## config.mk

```make
export PLATFORM = sky130hd
export DESIGN_NAME = shift_add_multiplier
export DESIGN_NICKNAME = d
export VERILOG_FILES = /design/src/rtl/shift_add_multiplier_pkg.sv /design/src/rtl/shift_add_multiplier_add.sv /design/src/rtl/shift_add_multiplier.sv
export SDC_FILE = /design/constraint.sdc
export NUM_CORES = 1
export LEC_CHECK = 0
export CORE_MARGIN = 4
export CORE_UTILIZATION = 54
export CTS_BUF_LIST = sky130_fd_sc_hd__clkbuf_16
export DETAILED_ROUTE_END_ITERATION = 10
export HOLD_SLACK_MARGIN = 0.12
export MAX_ROUTING_LAYER = met4
export PLACE_DENSITY_LB_ADDON = 0.1
export SETUP_SLACK_MARGIN = 0.15
export SYNTH_ARGS = -nofsm -noshare
export SYNTH_HDL_FRONTEND = slang
export SYNTH_SLANG_ARGS = --single-unit
```

## constraint.sdc

```tcl
create_clock -name clk -period 6.7 [get_ports clk]
set_clock_uncertainty 0.05 [all_clocks]
set_input_delay 1.675 -clock clk [delete_from_list [all_inputs] [get_ports clk]]
set_output_delay 1.675 -clock clk [all_outputs]
set_load 0.005 [all_outputs]
```

## src/rtl/shift_add_multiplier_pkg.sv

```systemverilog
// -----------------------------------------------------------------------------
// shift_add_multiplier_pkg
//   Shared definitions for the sequential shift-and-add multiplier.
//   Holds the controller state encodings used by the ALU sequencers and the
//   default operand width.
//
//   Contents:
//     DEFAULT_BUS_WIDTH  default operand width W
//     state_t            2-bit controller state type
//     ST_IDLE            waiting for operands (in_ready high)
//     ST_RUN             one shift-and-add step per clock
//     ST_DONE            product presented, waiting for out_ready
//     ST_UNUSED          unreachable encoding, recovers to ST_IDLE
// -----------------------------------------------------------------------------
package shift_add_multiplier_pkg;

    localparam int DEFAULT_BUS_WIDTH = 16;

    typedef logic [1:0] state_t;

    localparam logic [1:0] ST_IDLE   = 2'd0;
    localparam logic [1:0] ST_RUN    = 2'd1;
    localparam logic [1:0] ST_DONE   = 2'd2;
    localparam logic [1:0] ST_UNUSED = 2'd3;

endpackage : shift_add_multiplier_pkg

```

## src/rtl/shift_add_multiplier_add.sv

```systemverilog
// -----------------------------------------------------------------------------
// add
//   Unsigned BUS_WIDTH-bit adder with carry-out. This is the single adder the
//   multiplier time-shares across all of its shift-and-add steps.
//
//   Ports:
//     a      in   BUS_WIDTH  first addend
//     b      in   BUS_WIDTH  second addend
//     sum    out  BUS_WIDTH  low BUS_WIDTH bits of a+b
//     carry  out  1          carry-out of a+b
// -----------------------------------------------------------------------------
module add #(
    parameter int BUS_WIDTH = 16
) (
    input  logic [BUS_WIDTH-1:0] a,
    input  logic [BUS_WIDTH-1:0] b,
    output logic [BUS_WIDTH-1:0] sum,
    output logic                 carry
);

    // Zero-extend both operands by one bit so the carry falls out of the
    // same addition without any width truncation.
    assign {carry, sum} = {1'b0, a} + {1'b0, b};

endmodule : add

```

## src/rtl/shift_add_multiplier.sv

```systemverilog
// -----------------------------------------------------------------------------
// shift_add_multiplier
//   Unsigned sequential multiplier. Operands are accepted with a valid/ready
//   handshake, the product is built over BUS_WIDTH shift-and-add steps using a
//   single shared adder, and the 2*BUS_WIDTH-bit result is offered with a
//   valid/ready handshake. Only one operation is in flight at a time.
//
//   Ports:
//     clk        in   1            clock, all state updates on the rising edge
//     reset      in   1            synchronous, active-high reset
//     in_valid   in   1            operands a/b are valid
//     in_ready   out  1            block can accept operands (IDLE only)
//     a          in   BUS_WIDTH    multiplicand, unsigned
//     b          in   BUS_WIDTH    multiplier, unsigned
//     out_valid  out  1            product is valid (DONE only)
//     out_ready  in   1            consumer accepts the product
//     product    out  2*BUS_WIDTH  a*b, unsigned
//     busy       out  1            an operation is in progress or unread
// -----------------------------------------------------------------------------
module shift_add_multiplier
    import shift_add_multiplier_pkg::*;
#(
    parameter int BUS_WIDTH = DEFAULT_BUS_WIDTH
) (
    input  logic                   clk,
    input  logic                   reset,
    input  logic                   in_valid,
    output logic                   in_ready,
    input  logic [BUS_WIDTH-1:0]   a,
    input  logic [BUS_WIDTH-1:0]   b,
    output logic                   out_valid,
    input  logic                   out_ready,
    output logic [2*BUS_WIDTH-1:0] product,
    output logic                   busy
);

    // The step counter must be able to hold BUS_WIDTH-1; one spare bit keeps
    // the width the same as the rest of the ALU sequencers.
    localparam int               COUNT_W   = $clog2(BUS_WIDTH) + 1;
    localparam logic [COUNT_W-1:0] LAST_STEP = COUNT_W'(BUS_WIDTH - 1);

    state_t               state;
    state_t               state_next;

    logic [BUS_WIDTH-1:0] m;       // latched multiplicand
    logic [BUS_WIDTH-1:0] p_hi;    // upper half of the partial product
    logic [BUS_WIDTH-1:0] p_lo;    // lower half; starts as the multiplier
    logic [COUNT_W-1:0]   count;   // number of RUN steps already taken

    logic [BUS_WIDTH-1:0] add_sum;
    logic                 add_carry;

    logic accept;
    logic release_result;
    logic last_step;

    // -------------------------------------------------------------------------
    // Shared adder: always computes P_hi + M; the RUN step decides whether the
    // sum is used based on the current multiplier bit p_lo[0].
    // -------------------------------------------------------------------------
    add #(
        .BUS_WIDTH (BUS_WIDTH)
    ) u_add (
        .a     (p_hi),
        .b     (m),
        .sum   (add_sum),
        .carry (add_carry)
    );

    // -------------------------------------------------------------------------
    // Handshake decode
    // -------------------------------------------------------------------------
    assign in_ready       = (state == ST_IDLE);
    assign out_valid      = (state == ST_DONE);
    assign busy           = (state != ST_IDLE);
    assign product        = {p_hi, p_lo};

    assign accept         = in_valid && in_ready;
    assign release_result = out_ready && out_valid;
    assign last_step      = (count == LAST_STEP);

    // -------------------------------------------------------------------------
    // Next-state logic
    // -------------------------------------------------------------------------
    always_comb begin
        // NOTE: default assignment first so every path drives state_next and
        // no latch is inferred.
        state_next = state;
        case (state)
            ST_IDLE: begin
                if (accept) begin
                    state_next = ST_RUN;
                end
            end
            ST_RUN: begin
                if (last_step) begin
                    state_next = ST_DONE;
                end
            end
            ST_DONE: begin
                if (release_result) begin
                    state_next = ST_IDLE;
                end
            end
            default: begin
                // ST_UNUSED is never entered; recover cleanly if it is.
                state_next = ST_IDLE;
            end
        endcase
    end

    // -------------------------------------------------------------------------
    // State register
    // -------------------------------------------------------------------------
    always_ff @(posedge clk) begin
        // NOTE: sequential state uses non-blocking assignments so every
        // register samples pre-edge values regardless of statement order.
        if (reset) begin
            state <= ST_IDLE;
        end else begin
            state <= state_next;
        end
    end

    // -------------------------------------------------------------------------
    // Datapath: operand capture, shift-and-add, step counter.
    // In DONE (and while waiting in IDLE) the registers hold, so the product
    // stays stable under backpressure.
    // -------------------------------------------------------------------------
    always_ff @(posedge clk) begin
        if (reset) begin
            m     <= '0;
            p_hi  <= '0;
            p_lo  <= '0;
            count <= '0;
        end else begin
            case (state)
                ST_IDLE: begin
                    if (accept) begin
                        m     <= a;
                        p_hi  <= '0;
                        p_lo  <= b;
                        count <= '0;
                    end
                end
                ST_RUN: begin
                    // Shift the whole partial product right by one; when the
                    // current multiplier bit is set, the adder result (with
                    // its carry as the new MSB) replaces the upper half.
                    if (p_lo[0]) begin
                        {p_hi, p_lo} <= {add_carry, add_sum, p_lo[BUS_WIDTH-1:1]};
                    end else begin
                        {p_hi, p_lo} <= {1'b0, p_hi, p_lo[BUS_WIDTH-1:1]};
                    end
                    count <= count + 1'b1;
                end
                default: begin
                    // DONE and unused encodings: hold the result.
                end
            endcase
        end
    end

endmodule : shift_add_multiplier
```

==> summary.txt, run 1 <==
Outcome
  – Status: completed

Die
  – Die ar.: 6840 µm²
  – IO Count: 71
  – Chip width: 82.7 µm
  – Initial Utilization: 0.572
  – Core area: 5270 µm²
  – Num rows: 26
  – Die Y-Extent: 82.7 µm

Detailed routing
  – Vias per inst: 5.88
  – Via count: 3014
  – Post-Route WL: 7.80 mm
  – Mean routed wirelength per cell: 15.2 µm
  – Post-route DRC violation count: 0
  – ANT nets after route: 0
  – Initial detailed-routing violation count: 240
  – Drt pass-1 iters: 5

STA
  – Slew @ Worst Pin: 1.02 ns
  – RSZ-0062 raised after global routing: false
  – Fin. Hold Viols: 0
  – Pins Over Slew Limit: 0
  – Setup TNS: 0 ns
  – Period utilization: 0.504
  – Worst slew margin: 0.318
  – Achievable Freq: 296 MHz
  – Period minus WS final: 3.38 ns
  – Setup violators final: 0

Worst hold path
  – Worst min path class: flip-flop to flip-flop
  – Hold-critical path depth: 2
  – Hold endpoint: m[0]
  – Hold path startpoint: m[0]

Worst setup path
  – Reg-to-reg startpoint: p_hi[0]
  – Cell family with the largest share of critical-path delay: flip-flops
  – CP Class: flip-flop to output port
  – CP Buf/Inv Count: 1
  – Reg2reg path depth: 8
  – CP Cell Sequence: clkdlybuf4s50_1
  – CP max stage delay: 0.74 ns
  – Cell depth of the worst setup path: 1
  – CP Launch Type: flip-flop
  – CP arrival: 1.65 ns
  – FF-to-FF setup slack: 4.05 ns
  – Reg2reg end: p_hi[15]
  – Cell at the slowest stage of the critical path: dfxtp_1
  – Critical path peak fanout: 18
  – Worst Setup End Kind: output port
  – Worst Path Required: 4.97 ns

Pwr
  – P_leak: 0.00148 µW
  – Power Density: 194 nW/µm²
  – Power Total: 751 µW
  – Peak supply drop: 0.000119 V

Placement
  – HPWL after DPL: 5.24 mm
  – GPL Wtd Cong: 0.865
  – I/O Buffers: 70

Layout
  – Share of cells above drive strength 1: 0.0316
  – Most frequent cells in the layout: nand2_1, clkdlybuf4s50_1, dfxtp_1, a21oi_1, nor2_1
  – Most common cell after layout, fill and taps aside: nand2_1
  – Area delta synth->final: 28.2%
  – Layout Nets: 497
  – Filler cells: 436
  – Final core utilization: 0.733
  – Ant diodes: 0

Synth
  – #FFs+latches synth: 55
  – Synth unique cells: 50
  – Synth Cell Area: 3020 µm²
  – Ys flop type: dfxtp_1
  – Post-synthesis sequential area ratio: 0.365
  – Syn Inst Count: 388
  – Syn_area_per_cell: 7.77 µm²
  – Synth warn: 0
  – EDFF count, synth: 0
  – Async SR Flop Fraction: 0
  – Post-synthesis net count: 443

CTS
  – Maximum clock path buffer count: 2
  – Latest clock arrival within the worst-skew pair: 0.29 ns
  – Setup Buffers After CTS: 0
  – CTS H-tree depth: 2
  – Clk root buf: clkbuf_16
  – Num CTS Buffers: 5
  – Clock slew at reported path FFs: 0.07 ns
  – Post-CTS Hold Fix Bufs: 0
  – CTS tree: done
  – Resized Gates After CTS: 0
  – Clk sinks: 55

Global route
  – Antenna violations before repair: 0
  – Largest net degree at the start of global routing: 59
  – GRT Util Overall: 0.242
  – Vias in the first global route: 2721
  – First-pass GRT wire length: 12.6 mm
  – Grt ovf: 0

Flow run
  – Max-cap violations: 0
cell usage after synthesis, types with 7 or more instances:
master | count | area, µm²
nand3_1 | 12 | 60.1
nor2_1 | 35 | 131
a311oi_1 | 16 | 140
o21ai_0 | 15 | 75.1
nand2_1 | 81 | 304
a22oi_1 | 11 | 82.6
inv_1 | 7 | 26.3
a21oi_1 | 37 | 185
o22ai_1 | 7 | 43.8
ha_1 | 18 | 225
xnor2_1 | 8 | 70.1
clkbuf_1 | 26 | 97.6
dfxtp_1 | 55 | 1100
per-layer routing:
| metal | track usage | share of wire | up-vias |
|---|---|---|---|
| met5 | - | 0 | - |
| li1 | - | - | 1503 |
| met3 | 0.0423 | 0.059 | 8 |
| met4 | 0.0654 | 0.010 | 0 |
| met2 | 0.383 | 0.48 | 98 |
| met1 | 0.318 | 0.45 | 1405 |
power breakdown:
part / total, µW / internal (µW) / switching (µW)
combinational: 134 / 67.2 / 67.0
clock: 255 / 137 / 118
sequential: 361 / 345 / 16.3
worst max path at each step:
stage / startpoint / to / slack [ns]
floorplan: in_valid / p_hi[15] / 3.94
global placement: reset / p_hi[12] / 3.37
detailed placement: reset / p_hi[12] / 3.37
CTS: p_lo[0] / product[0] / 3.32
global route: p_lo[0] / product[0] / 3.25
finish: p_lo[0] / product[0] / 3.32
flip-flops by register name, indices dropped and copies added (netlist names):
| register | cells |
|---|---|
| p_lo | 16 |
| count | 5 |
| p_hi | 16 |
| state | 2 |
| m | 16 |
layout make-up:
type | instances | area (µm²) | area share
clock buffers | 5 | 125 | 0.0324
clock inverters | 3 | 16.3 | 0.00421
inverters | 7 | 26.3 | 0.00680
multi-input cells | 299 | 1780 | 0.461
flip-flops and latches | 55 | 1100 | 0.285
well taps | 70 | 87.6 | 0.0227
repair buffers | 74 | 726 | 0.188
per-stage QoR:
step / setup slack, ns / cell area (µm²) / instances / hold WS, ns
detailed placement: 3.37 / 3720 / 505 / 0.403
finish: 3.32 / 3860 / 513 / 0.411
CTS: 3.32 / 3860 / 513 / 0.412
floorplan: 3.94 / 3020 / 388 / 0.390
global placement: 3.37 / 3720 / 505 / 0.397
global route: 3.25 / 3860 / 513 / 0.429
cells by family after synthesis:
kind of cell	synth area share
AND/OR/NAND/NOR	0.210
AO/OA/AOI/OAI	0.268
flip-flops	0.365
buffers and inverters	0.0436
adder cells (fa/ha/maj)	0.0813
XOR/XNOR	0.0290
multiplexers	0.00332
No activity file was read; power rests on OpenSTA's default activity.
==> run 2: changes to the inputs <==
CORE_UTILIZATION = 45   (was 54)
clock period = 3.02 ns   (was 6.7 ns; I/O delays follow)
==> run 2 against run 1 <==
Against the previous run: sequential power is 120% higher; critical endpoint is now p_hi[15]; non-clock buffer count is 4 higher; sequential share of layout area is 0.33 points lower; die area is 18% higher; total power is 130% higher; combinational power is 130% higher; core utilization is 12 points lower; final cell count is 2.1% higher; wire length is 3.4% higher; design area is 1.2% higher; clock-buffer cell count stayed put; highest routed layer unchanged; via count is 0.27% higher.
==> summary.txt, run 2 (synthesis results as in run 1) <==
Pwr
  – P_leak: 0.00150 µW (+1.5%)
  – Peak supply drop: 0.000339 V (+180%)
  – Power Density: 433 nW/µm² (+120%)

Detailed routing
  – ANT nets after route: 0 (unchanged)
  – Post-route DRC violation count: 0 (unchanged)
  – Initial detailed-routing violation count: 186 (-23%)
  – Post-Route WL: 8.07 mm (+3.4%)
  – Drt pass-1 iters: 5 (unchanged)
  – Vias per inst: 5.77 (-1.8%)
  – Mean routed wirelength per cell: 15.4 µm (+1.2%)
  – Via count: 3022 (+0.27%)

CTS
  – Clk root buf: clkbuf_16
  – Num CTS Buffers: 5 (unchanged)
  – CTS H-tree depth: 2 (unchanged)
  – Setup Buffers After CTS: 0 (unchanged)
  – Clk sinks: 55 (unchanged)
  – Clock slew at reported path FFs: 0.07 ns (about the same)
  – Resized Gates After CTS: 0 (unchanged)
  – Latest clock arrival within the worst-skew pair: 0.29 ns (about the same)
  – CTS tree: done
  – Post-CTS Hold Fix Bufs: 0 (unchanged)
  – Maximum clock path buffer count: 2 (unchanged)

Layout
  – Most frequent cells in the layout: nand2_1, clkdlybuf4s50_1, dfxtp_1, a21oi_1, nor2_1
  – Final core utilization: 0.609 (-0.125)
  – Ant diodes: 0 (unchanged)
  – Most common cell after layout, fill and taps aside: nand2_1
  – Largest registers: m x16, p_hi x16, p_lo x16
  – Area delta synth->final: 29.7%
  – Layout Nets: 501 (+0.80%)
  – Share of cells above drive strength 1: 0.0447 (+0.0131)

Worst setup path
  – CP arrival: 2.71 ns (+1.06 ns)
  – Critical path peak fanout: 4 (-14)
  – CP Class: flip-flop to flip-flop
  – CP max stage delay: 0.46 ns (-0.28 ns)
  – CP Launch Type: flip-flop
  – CP Cell Sequence: ha_1 > fa_1 > a211oi_1 > o21ai_0 > o2111ai_1 > a22oi_1 > a2111oi_0 > a211oi_1
  – Worst Path Required: 3.13 ns (-1.84 ns)
  – Cell family with the largest share of critical-path delay: compound AO/OA/AOI/OAI gates
  – Worst path most repeated cell: a211oi_1
  – CP Buf/Inv Count: 0 (-1)
  – Cell at the slowest stage of the critical path: a2111oi_0
  – Worst Setup End Kind: flip-flop

Placement
  – HPWL after DPL: 5.66 mm (+8.1%)
  – I/O Buffers: 70 (unchanged)
  – GPL Wtd Cong: 0.873 (+0.98%)

Die
  – Die Y-Extent: 89.9 µm (+8.6%)
  – Chip width: 89.9 µm (+8.6%)
  – Initial Utilization: 0.470 (-0.103)
  – Core area: 6420 µm² (+22%)
  – Num rows: 29 (+12%)
  – IO Count: 71 (unchanged)
  – Die ar.: 8070 µm² (+18%)

Worst hold path
  – Worst min path class: flip-flop to flip-flop

Global route
  – Grt ovf: 0 (unchanged)
  – First-pass GRT wire length: 14.1 mm (+12%)
  – Vias in the first global route: 2925 (+7.5%)
  – GRT Util Overall: 0.211 (-0.0308)
  – Largest net degree at the start of global routing: 42 (-29%)
  – Antenna violations before repair: 0 (unchanged)

STA
  – Setup TNS: 0 ns (unchanged)
  – Fin. Hold Viols: 0 (unchanged)
  – RSZ-0062 raised after global routing: false
  – Period utilization: 0.861
  – Pins Over Slew Limit: 0 (unchanged)
  – Achievable Freq: 385 MHz
  – Worst slew margin: 0.575 (+0.257)
  – Setup violators final: 0 (unchanged)
  – Period minus WS final: 2.60 ns
  – Slew @ Worst Pin: 0.635 ns (-0.387 ns)

Flow run
  – Max-cap violations: 0 (unchanged)

Outcome
  – Status: completed
[run 2: cell count changes in the layout (fill, tap and decap cells not counted), sizes merged]
cell	before	now
buf	5	9
[run 2: power by group]
| group | internal, µW | switching [µW] |
|---|---|---|
| logic | 153 | 156 |
| registers | 765 | 33.7 |
| clock network | 311 | 273 |
[run 2: stage by stage]
| stage | cells | area, µm² | power (µW) | hold slack [ns] | setup WS [ns] |
|---|---|---|---|---|---|
| floorplan | 388 | 3020 | 974 | 0.390 | 0.734 |
| CTS | 524 | 3910 | 1710 | 0.415 | 0.435 |
| detailed placement | 516 | 3760 | 1130 | 0.405 | 0.472 |
| global placement | 516 | 3760 | 1120 | 0.400 | 0.577 |
| global route | 524 | 3910 | 1780 | 0.444 | 0.175 |
| finish | 524 | 3910 | 1690 | 0.411 | 0.420 |
[run 2: path summary, 6_finish.rpt]
path	from	endpoint	slack, ns	cells past startpoint
setup / recovery	p_hi[0]	p_hi[15]	0.42	8
hold / removal	m[5]	m[5]	0.41	2
setup reg to reg	p_hi[0]	p_hi[15]	0.42	8
hold reg to reg	m[5]	m[5]	0.41	2
[run 2: layout make-up]
class                      count  area (µm²)
clock buffer                   5         125
inverter                       7        26.3
multi-input combinational    299        1780
tap                           77        96.3
fill                         593        2510
timing repair buffer          78         756
sequential                    55        1100
clock inverter                 3        22.5
[run 2: worst register-to-register path, stage by stage (launching register included)]
cell       delay (ns)
dfxtp_1          0.34
ha_1             0.23
fa_1             0.43
a211oi_1         0.38
o21ai_0          0.15
o2111ai_1        0.16
a22oi_1          0.17
a2111oi_0        0.46
a211oi_1         0.10
[run 2: metal layers]
layer,GRT usage,vias to the layer above,wire (µm)
li1,-,1511,-
met1,0.280,1397,3610
met2,0.343,106,3870
met3,0.0342,8,527
met4,0.0408,0,54
met5,-,-,0
